### config.mk
export PLATFORM = sky130hd
export DESIGN_NAME = uart_tx_scheduler
export DESIGN_NICKNAME = d
export VERILOG_FILES = /design/src/rtl/uart_pkg.sv /design/src/rtl/uart_byte_fifo.sv /design/src/rtl/uart_tx_scheduler.sv
export SDC_FILE = /design/constraint.sdc
export NUM_CORES = 1
export LEC_CHECK = 0
export BUFFER_PORTS_ARGS = -buffer_cell sky130_fd_sc_hd__buf_2
export CAP_MARGIN = 20
export CORE_MARGIN = 2
export CORE_UTILIZATION = 55
export DETAILED_ROUTE_END_ITERATION = 10
export GPL_ROUTABILITY_DRIVEN = 1
export HOLD_SLACK_MARGIN = 0.15
export MAX_ROUTING_LAYER = met4
export PLACE_DENSITY = 0.75
export SKIP_LAST_GASP = 1
export SLEW_MARGIN = 40
export SYNTH_ARGS = -nofsm -noshare
export SYNTH_HDL_FRONTEND = slang
export SYNTH_SLANG_ARGS = --single-unit
export TNS_END_PERCENT = 30
### constraint.sdc
create_clock -name clk_in -period 3.1 [get_ports clk_in]
set_clock_uncertainty 0.05 [all_clocks]
set_input_delay 0.31 -clock clk_in [delete_from_list [all_inputs] [get_ports clk_in]]
set_output_delay 0.31 -clock clk_in [all_outputs]
set_load 0.005 [all_outputs]
### src/rtl/uart_pkg.sv
// Shared encodings and frame-timing helpers for the UART transmit scheduler.
package uart_pkg;

  typedef enum logic [1:0] {
    ST_IDLE   = 2'd0,
    ST_STROBE = 2'd1,
    ST_WAIT   = 2'd2
  } tx_state_e;

  function automatic int unsigned bit_cycles(input int unsigned clk_freq,
                                             input int unsigned baud);
    return clk_freq / baud;
  endfunction

  // 10-bit frame (start + 8 data + stop) plus trailing idle guard bits.
  function automatic int unsigned frame_cycles(input int unsigned clk_freq,
                                               input int unsigned baud,
                                               input int unsigned guard);
    return bit_cycles(clk_freq, baud) * (10 + guard);
  endfunction

  function automatic int unsigned cnt_width(input int unsigned n);
    return (n < 2) ? 1 : $clog2(n);
  endfunction

endpackage

### src/rtl/uart_byte_fifo.sv
// Byte FIFO with registered full/empty/level reflecting this cycle's write and pop.
module uart_byte_fifo
  import uart_pkg::*;
#(
  parameter int DEPTH = 16,
  localparam int AW    = $clog2(DEPTH),
  localparam int LVL_W = AW + 1
) (
  input  logic             clk_in,
  input  logic             rst_n,
  input  logic [7:0]       wr_data,
  input  logic             wr_en,
  input  logic             rd_en,
  output logic [7:0]       rd_data,
  output logic             full,
  output logic             empty,
  output logic [LVL_W-1:0] level,
  output logic             overflow
);

  localparam logic [AW-1:0]    PTR_ONE  = AW'(1);
  localparam logic [LVL_W-1:0] LVL_ONE  = LVL_W'(1);
  localparam logic [LVL_W-1:0] LVL_FULL = LVL_W'(DEPTH);

  logic [7:0]       mem [DEPTH];
  logic [AW-1:0]    wr_ptr, rd_ptr;
  logic [LVL_W-1:0] lvl_nxt;
  logic             do_wr, do_rd;

  // A pop in the same cycle frees the slot, so a write at full is still taken.
  assign do_rd   = rd_en && !empty;
  assign do_wr   = wr_en && (!full || do_rd);
  assign rd_data = mem[rd_ptr];

  always_comb begin
    lvl_nxt = level;
    case ({do_wr, do_rd})
      2'b10:   lvl_nxt = level + LVL_ONE;
      2'b01:   lvl_nxt = level - LVL_ONE;
      default: lvl_nxt = level;
    endcase
  end

  always_ff @(posedge clk_in) begin
    if (do_wr) mem[wr_ptr] <= wr_data;
  end

  always_ff @(posedge clk_in) begin
    if (!rst_n) begin
      wr_ptr   <= '0;
      rd_ptr   <= '0;
      level    <= '0;
      full     <= 1'b0;
      empty    <= 1'b1;
      overflow <= 1'b0;
    end else begin
      if (do_wr) wr_ptr <= wr_ptr + PTR_ONE;
      if (do_rd) rd_ptr <= rd_ptr + PTR_ONE;
      level    <= lvl_nxt;
      full     <= (lvl_nxt == LVL_FULL);
      empty    <= (lvl_nxt == '0);
      overflow <= wr_en && full && !do_rd;
    end
  end

endmodule

### src/rtl/uart_tx_scheduler.sv
// Drains the byte FIFO into the UART TX path: one start strobe per byte, then
// holds off for a full frame (plus guard bits) before the next pop.
module uart_tx_scheduler
  import uart_pkg::*;
#(
  parameter int unsigned CLK_FREQ   = 32'd50_000_000,
  parameter int unsigned UART_BAUD  = 32'd115200,
  parameter int          FIFO_DEPTH = 16,
  parameter int unsigned GUARD_BITS = 1,
  localparam int LVL_W = $clog2(FIFO_DEPTH) + 1
) (
  input  logic             clk_in,
  input  logic             rst_n,
  input  logic [7:0]       wr_data,
  input  logic             wr_en,
  output logic             fifo_full,
  output logic             fifo_empty,
  output logic [LVL_W-1:0] fifo_level,
  output logic             overflow,
  output logic             busy,
  output logic [7:0]       uart_tx_data,
  output logic             uart_tx_enable
);

  localparam int unsigned     FRAME_CYCLES = frame_cycles(CLK_FREQ, UART_BAUD, GUARD_BITS);
  localparam int              CNT_W        = cnt_width(FRAME_CYCLES);
  localparam logic [CNT_W-1:0] FRAME_LAST  = CNT_W'(FRAME_CYCLES - 1);
  localparam logic [CNT_W-1:0] CNT_ONE     = CNT_W'(1);

  tx_state_e        state, state_nxt;
  logic [CNT_W-1:0] cnt, cnt_nxt;
  logic [7:0]       head;
  logic             pop;
  logic             busy_q;
  logic [7:0]       tx_data_q;

  uart_byte_fifo #(.DEPTH(FIFO_DEPTH)) u_fifo (
    .clk_in   (clk_in),
    .rst_n    (rst_n),
    .wr_data  (wr_data),
    .wr_en    (wr_en),
    .rd_en    (pop),
    .rd_data  (head),
    .full     (fifo_full),
    .empty    (fifo_empty),
    .level    (fifo_level),
    .overflow (overflow)
  );

  always_ff @(posedge clk_in) begin
    if (!rst_n) begin
      state     <= ST_IDLE;
      cnt       <= '0;
      tx_data_q <= '0;
      busy_q    <= 1'b0;
    end else begin
      state  <= state_nxt;
      cnt    <= cnt_nxt;
      busy_q <= (state != ST_IDLE) || !fifo_empty;
      if (pop) tx_data_q <= head;
    end
  end

  always_comb begin
    state_nxt      = state;
    cnt_nxt        = cnt;
    pop            = 1'b0;
    uart_tx_enable = 1'b0;
    case (state)
      ST_IDLE: begin
        if (!fifo_empty) begin
          pop       = 1'b1;
          state_nxt = ST_STROBE;
        end
      end
      ST_STROBE: begin
        uart_tx_enable = 1'b1;
        cnt_nxt        = FRAME_LAST;
        state_nxt      = ST_WAIT;
      end
      ST_WAIT: begin
        if (cnt == '0) state_nxt = ST_IDLE;
        else           cnt_nxt   = cnt - CNT_ONE;
      end
      default: state_nxt = ST_IDLE;
    endcase
  end

  assign busy         = busy_q;
  assign uart_tx_data = tx_data_q;

endmodule

After elaboration in Yosys (flattened, before gate mapping)
Memories as Yosys holds them, arrays and structs flattened. A register that Yosys moved wholly into a read port is not among the register bits.
Index checks and enable logic that the tools add are counted.
{ "op_classes": {"muxes": 11, "bitwise": 0, "n_eq_ne": 8, "order_cmp": 0, "n_addsub": 5, "shift": 0, "div": 0, "mul": 0, "n_reduce_logical": 17} }
{ "op_table": {"columns": ["op", "n"], "rows": [
  ["13-bit one-hot mux with 2 select lines", 1],
  ["13-bit zero test", 1],
  ["13-bit 2-to-1 mux", 1],
  ["13-bit by 1-bit subtractor with 13-bit output (second input constant)", 1],
  ["5-bit one-hot mux with 2 select lines", 1],
  ["4-bit by 1-bit adder with 4-bit output (second input constant)", 2],
  ["2-bit inequality test (second input constant)", 3],
  ["2-bit one-hot mux with 3 select lines", 1],
  ["5-bit by 1-bit adder with 5-bit output (second input constant)", 1],
  ["5-bit == test (second input constant)", 1],
  ["5-bit zero test", 1],
  ["1-bit 2-to-1 mux", 5],
  ["5-bit by 1-bit subtractor with 5-bit output (second input constant)", 1],
  ["2-bit by 1-bit == test with 1-bit output (second input constant)", 2],
  ["2-bit == test (second input constant)", 2],
  ["1-bit logical AND", 4],
  ["1-bit zero test", 4],
  ["2-bit 2-to-1 mux", 2],
  ["2-bit AND reduction", 2],
  ["2-bit nonzero test", 2],
  ["2-bit zero test", 1],
  ["1-bit logical OR", 2]
]} }
{ "word_totals": {"regBits": 32, "word_cells": 51, "ramBits": 128, "latch_bits": 0, "mem_count": 1, "mem_bits_ro": 0} }
{ "mem_list": {"columns": ["name", "depth", "width", "rd", "rd_ports_with_merged_regs", "wr", "line", "source"], "rows": [
  ["u_fifo.mem", 16, 8, 1, 1, 1, "uart_byte_fifo.sv:25", "logic [7:0] mem [DEPTH];"]
]} }

Depth between registers and ports, before layout
{ "logic_depth": {"word_depth": 8, "mapped_depth": 12, "mapped_depth_nobuf": 11} }

By module
A second synthesis with hierarchy kept.
{ "hier_totals": {"cells_unflattened": 430, "area_unflattened_um2": 7099.3} }
{ "modules_own_cells": {"columns": ["mod", "area_per_inst_um2", "n_inst", "cells_each", "seq_area_each_um2"], "rows": [
  ["uart_byte_fifo", 5999.5, 1, 299, 4244.1],
  ["uart_tx_scheduler", 1099.8, 1, 131, 480.5]
]} }

Worst setup path before layout
Ideal clock, no wire load.
{ "synth_path": {"kind": "flip-flop to flip-flop", "start": "register state[1]", "end": "register u_fifo.full", "period_less_slack_ns": 3.102, "required_time_ns": 2.989, "path_stages_with_launch": 13, "t_arrival_ns": 2.991, "setup_time_ns": 0.061, "setup_slack_ns": -0.002, "path_cell_list": "dfxtp_1 > or3_1 > a21boi_2 > inv_1 > ha_1 > buf_2 > xor2_1 > ha_1 > or3b_2 > a211oi_1 > o21bai_1 > mux2i_1 > and4b_1"} }
{ "synth_via": {"elab_chain_len": 8, "word_cells_on_any_way": 9} }
{ "synth_lines": {"columns": ["item", "line", "source"], "rows": [
  ["from (decl)", "uart_tx_scheduler.sv:30", "tx_state_e state, state_nxt;"],
  ["from (signal assigned)", "uart_tx_scheduler.sv:57", "state <= state_nxt;"],
  ["2-bit zero test (*)", "uart_tx_scheduler.sv:69", "case (state)"],
  ["1-bit 2-to-1 mux (*)", "uart_tx_scheduler.sv:69", null],
  ["1-bit logical AND (*)", "uart_byte_fifo.sv:31", "assign do_rd = rd_en && !empty;"],
  ["1-bit logical OR", "uart_byte_fifo.sv:32", "assign do_wr = wr_en && (!full || do_rd);"],
  ["1-bit logical AND", "uart_byte_fifo.sv:32", null],
  ["2-bit by 1-bit == test with 1-bit output / 2-bit == test (equally long branches)", "uart_byte_fifo.sv:37", "case ({do_wr, do_rd})"],
  ["5-bit one-hot mux with 2 select lines (*)", "uart_byte_fifo.sv:37", null],
  ["5-bit == test (*)", "uart_byte_fifo.sv:60", "full <= (lvl_nxt == LVL_FULL);"],
  ["to (signal assigned)", "uart_byte_fifo.sv:60", null],
  ["to (decl)", "uart_byte_fifo.sv:15", "output logic full,"]
]} }
Mark *: on every way between the ends. The rest lies on a longest branch, timed or not.
A chain may end at the register's enable or synchronous reset.

Worst setup path after layout
Same ends and word-level chain as after synthesis.

==> impl_metrics.prom <==
# TYPE chip_impl_metric gauge
chip_impl_info{name="status",value="finished clean"} 1
chip_impl_metric{name="timing.final.max_slew_violations",unit=""} 0
chip_impl_metric{name="fp-row-count",unit=""} 40
chip_impl_info{name="root_buffer_cell",value="sky130_fd_sc_hd__clkbuf_16"} 1
chip_impl_metric{name="postSynthCellCount",unit=""} 432
chip_impl_metric{name="grt_pass1_wl",unit="um"} 21310
chip_impl_info{name="hold_end",value="u_fifo.mem[7][0]"} 1
chip_impl_metric{name="path_clk_slew",unit="ns"} 0.06
chip_impl_metric{name="critical-path-max-stage-delay",unit="ns"} 0.49
chip_impl_metric{name="synth-seq-cells",unit=""} 168
chip_impl_info{name="critical_path.startpoint_type",value="flip-flop"} 1
chip_impl_metric{name="die_width",unit="um"} 115.3
chip_impl_metric{name="detail_route.wl_per_cell",unit="um"} 19.95
chip_impl_metric{name="post_route_cells_drive_above_1_share",unit="%"} 27.33
chip_impl_metric{name="avgSynthCellArea",unit="um2"} 15.78
chip_impl_metric{name="worstPathRequired",unit="ns"} 3.42
chip_impl_metric{name="postSynth.asyncResetShare",unit="%"} 0
chip_impl_metric{name="ctsHtreeMaxLevel",unit=""} 4
chip_impl_metric{name="yosys.cell_types.count",unit=""} 54
chip_impl_metric{name="die_area",unit="um2"} 13300
chip_impl_metric{name="gpl.final_weighted_congestion",unit=""} 0.8483
chip_impl_metric{name="worstMarginPinSlew",unit="ns"} 0.7728
chip_impl_metric{name="synth.net_count",unit=""} 452
chip_impl_info{name="synth_ff_type",value="sky130_fd_sc_hd__edfxtp_1"} 1
chip_impl_metric{name="place_inst",unit=""} 628
chip_impl_metric{name="viasPerCell",unit=""} 5.831
chip_impl_metric{name="finalNetCount",unit=""} 501
chip_impl_info{name="tritoncts",value="done"} 1
chip_impl_metric{name="maximum_clock_path_buffer_count",unit=""} 2
chip_impl_info{name="worstHoldPathType",value="in2reg"} 1
chip_impl_info{name="worstReg2RegEnd",value="u_fifo.full"} 1
chip_impl_metric{name="dieHeight",unit="um"} 115.3
chip_impl_metric{name="relSlewSlack",unit="%"} 48.37
chip_impl_metric{name="place.port_buffers",unit=""} 28
chip_impl_metric{name="first_global_vias",unit=""} 3931
chip_impl_metric{name="ant_nets",unit=""} 0
chip_impl_info{name="cp_slowest_cell",value="sky130_fd_sc_hd__or3b_2"} 1
chip_impl_metric{name="drt-initial-drc-count",unit=""} 366
chip_impl_metric{name="antenna_violations_before_repair",unit=""} 0
chip_impl_metric{name="boundaryPins",unit=""} 29
chip_impl_info{name="mostFrequentLayoutCell",value="sky130_fd_sc_hd__edfxtp_1"} 1
chip_impl_metric{name="clock_sink_count",unit=""} 168
chip_impl_metric{name="finalCritPeriodShare",unit="%"} 94.33
chip_impl_metric{name="detailed_route_drc_error_count",unit=""} 0
chip_impl_metric{name="timing_hold_violations_final",unit=""} 0
chip_impl_metric{name="filler_cell_count",unit=""} 815
chip_impl_metric{name="setup_viol",unit=""} 0
chip_impl_metric{name="drt_first_pass_iters",unit=""} 4
chip_impl_metric{name="fp.coreArea",unit="um2"} 12060
chip_impl_metric{name="clock_insertion_delay_worst_skew",unit="ns"} 0.42
chip_impl_metric{name="post_layout_instance_count_excluding_filler_cells",unit=""} 662
chip_impl_metric{name="critical_path.max_fanout",unit=""} 4
chip_impl_metric{name="detailedPlacementHpwl",unit="um"} 8364
chip_impl_info{name="path_class",value="reg2reg"} 1
chip_impl_metric{name="grt_remaining_overflow",unit=""} 0
chip_impl_metric{name="setup_tns",unit="ns"} 0
chip_impl_metric{name="yosys_warnings",unit=""} 0
chip_impl_info{name="layout_common_cells",value="sky130_fd_sc_hd__edfxtp_1 (128), sky130_fd_sc_hd__dfxtp_1 (39), sky130_fd_sc_hd__nor2_1 (33)"} 1
chip_impl_metric{name="power_density",unit="nW/um2"} 834.5
chip_impl_metric{name="antenna_diode_instance_count",unit=""} 0
chip_impl_metric{name="ir_drop",unit="mV"} 0.5401
chip_impl_info{name="timing.rr.start",value="state[1]"} 1
chip_impl_metric{name="total_number_of_vias",unit=""} 3860
chip_impl_metric{name="holdWs",unit="ns"} 0.2151
chip_impl_metric{name="synthesis_to_layout_area_growth",unit="%"} 15.61
chip_impl_metric{name="mappedNetlistArea",unit="um2"} 6819
chip_impl_metric{name="period_minus_slack",unit="ns"} 2.924
chip_impl_metric{name="timing_limited_maximum_frequency",unit="MHz"} 342.0
chip_impl_metric{name="ys_seq_area_share",unit="%"} 68.11
chip_impl_metric{name="synth-edff-count",unit=""} 128
chip_impl_info{name="path_cells",value="or3_4 -> a21boi_4 -> inv_1 -> ha_1 -> xor2_1 -> ha_1 -> or3b_2 -> a211oi_2 -> o21bai_1 -> mux2i_1 -> and4b_1"} 1
chip_impl_info{name="end_kind",value="flip-flop"} 1
chip_impl_info{name="rsz0062_at_grt",value="no"} 1
chip_impl_metric{name="timing.hold.worst_path_depth",unit=""} 1
chip_impl_info{name="cpMostUsedCell",value="sky130_fd_sc_hd__ha_1"} 1
chip_impl_metric{name="reg2regPathDepth",unit=""} 11
chip_impl_metric{name="initial_util",unit="%"} 56.54
chip_impl_metric{name="rrSetupSlack",unit="ns"} 0.18
chip_impl_metric{name="global_route.usage.total",unit="%"} 22.92
chip_impl_metric{name="cp.arrival",unit="ns"} 3.24
chip_impl_metric{name="drv.max_cap_violation_count",unit=""} 0
chip_impl_info{name="critPathTopFamily",value="simple AND/OR/NAND/NOR gates"} 1
chip_impl_metric{name="grt_start_max_net_pins",unit=""} 36
chip_impl_metric{name="routed_wirelength",unit="um"} 13210
chip_impl_metric{name="worstPathBufferInverterCount",unit=""} 1
chip_impl_metric{name="cts_inserted_buffers",unit=""} 17
chip_impl_metric{name="power.static_leakage",unit="nW"} 2.721
chip_impl_info{name="hold_path_startpoint",value="wr_data[0]"} 1
## through the flow
step	area (um2)	power, mW	utilization [%]	setup slack, ns
CTS	7874	6.611	65.28	0.09656
global route	7884	6.914	65.36	0.03841
floorplan	6827	4.089	-	0.04428
finish	7884	6.579	65.36	0.1758
global placement	7269	4.502	60.27	0.2094
detailed placement	7269	4.562	60.27	0.1191
## where the power goes
part           internal [mW]  switching, mW  total, mW
combinational          0.840          0.876       1.72
clock                   1.24          0.810       2.05
sequential              2.62          0.190       2.81
## worst max path at each step
stage,startpoint,endpoint,slack (ns),cells after the start
floorplan,state[1],u_fifo.full,0.04,12
global placement,state[1],u_fifo.full,0.21,11
detailed placement,state[1],u_fifo.full,0.12,11
CTS,state[1],u_fifo.full,0.1,11
global route,state[1],u_fifo.full,0.04,11
finish,state[1],u_fifo.full,0.18,11
## cell usage after synthesis (6+ instances only)
cell type,number,area share (%)
sky130_fd_sc_hd__a22oi_1,16,1.8
sky130_fd_sc_hd__xnor2_1,7,0.90
sky130_fd_sc_hd__clkbuf_1,14,0.77
sky130_fd_sc_hd__nand2_1,17,0.94
sky130_fd_sc_hd__buf_2,6,0.44
sky130_fd_sc_hd__a21oi_1,24,1.8
sky130_fd_sc_hd__edfxtp_1,128,56
sky130_fd_sc_hd__inv_1,8,0.44
sky130_fd_sc_hd__nor3_1,8,0.59
sky130_fd_sc_hd__mux2i_1,6,0.88
sky130_fd_sc_hd__nor2_1,33,1.8
sky130_fd_sc_hd__dfxtp_1,40,12
sky130_fd_sc_hd__nand2b_1,9,0.83
sky130_fd_sc_hd__ha_1,9,1.7
sky130_fd_sc_hd__a31o_2,8,1.0
sky130_fd_sc_hd__mux4_2,32,11
## sequential cells by signal (all words and copies together) (netlist names), 2 cells and up
signal / flops
state: 2
uart_tx_data: 8
u_fifo.rd_ptr: 4
cnt: 13
u_fifo.wr_ptr: 4
u_fifo.mem: 128
u_fifo.level: 5
## what timing repair did
action / CTS / global route
hold buffers: 2 / 0
hold endpoints to repair: 2 / 0
setup buffers: 0 / 0
gates resized for setup: 0 / 2
endpoints found under the setup margin: 0 / 1
## area by class of cell
cell class                      count  area [um2]  share of cell area (%)
Clock inverter                      7       65.06                  0.8253
Sequential cell                   168        4646                   58.93
Tap cell                          168       210.2                   2.666
Clock buffer                       25       519.2                   6.586
Timing Repair Buffer               54       352.8                   4.475
Inverter                           10       37.54                  0.4761
Multi-Input combinational cell    230        2053                   26.04
## kinds of logic (layout without fill, tap and decap cells)
group / after synthesis / count (layout) / synth area share (%)
adder cells (fa/ha/maj): 9 / 9 / 1.651
flip-flops: 168 / 168 / 68.11
multiplexers: 38 / 38 / 11.45
AND/OR/NAND/NOR: 105 / 105 / 8.367
AO/OA/AOI/OAI: 66 / 66 / 6.844
XOR/XNOR: 12 / 12 / 1.541
buffers and inverters: 34 / 96 / 2.037
## routing by layer
layer  part of all wire, %  vias to the layer above  track usage [%]
met3                   4.0                       20            4.744
met1                    43                     1966            28.78
li1                      -                     1779                -
met4                   1.8                        0            9.157
met2                    51                       95            36.80
met5                     0                        -                -
(Power assumes the default switching activity.)
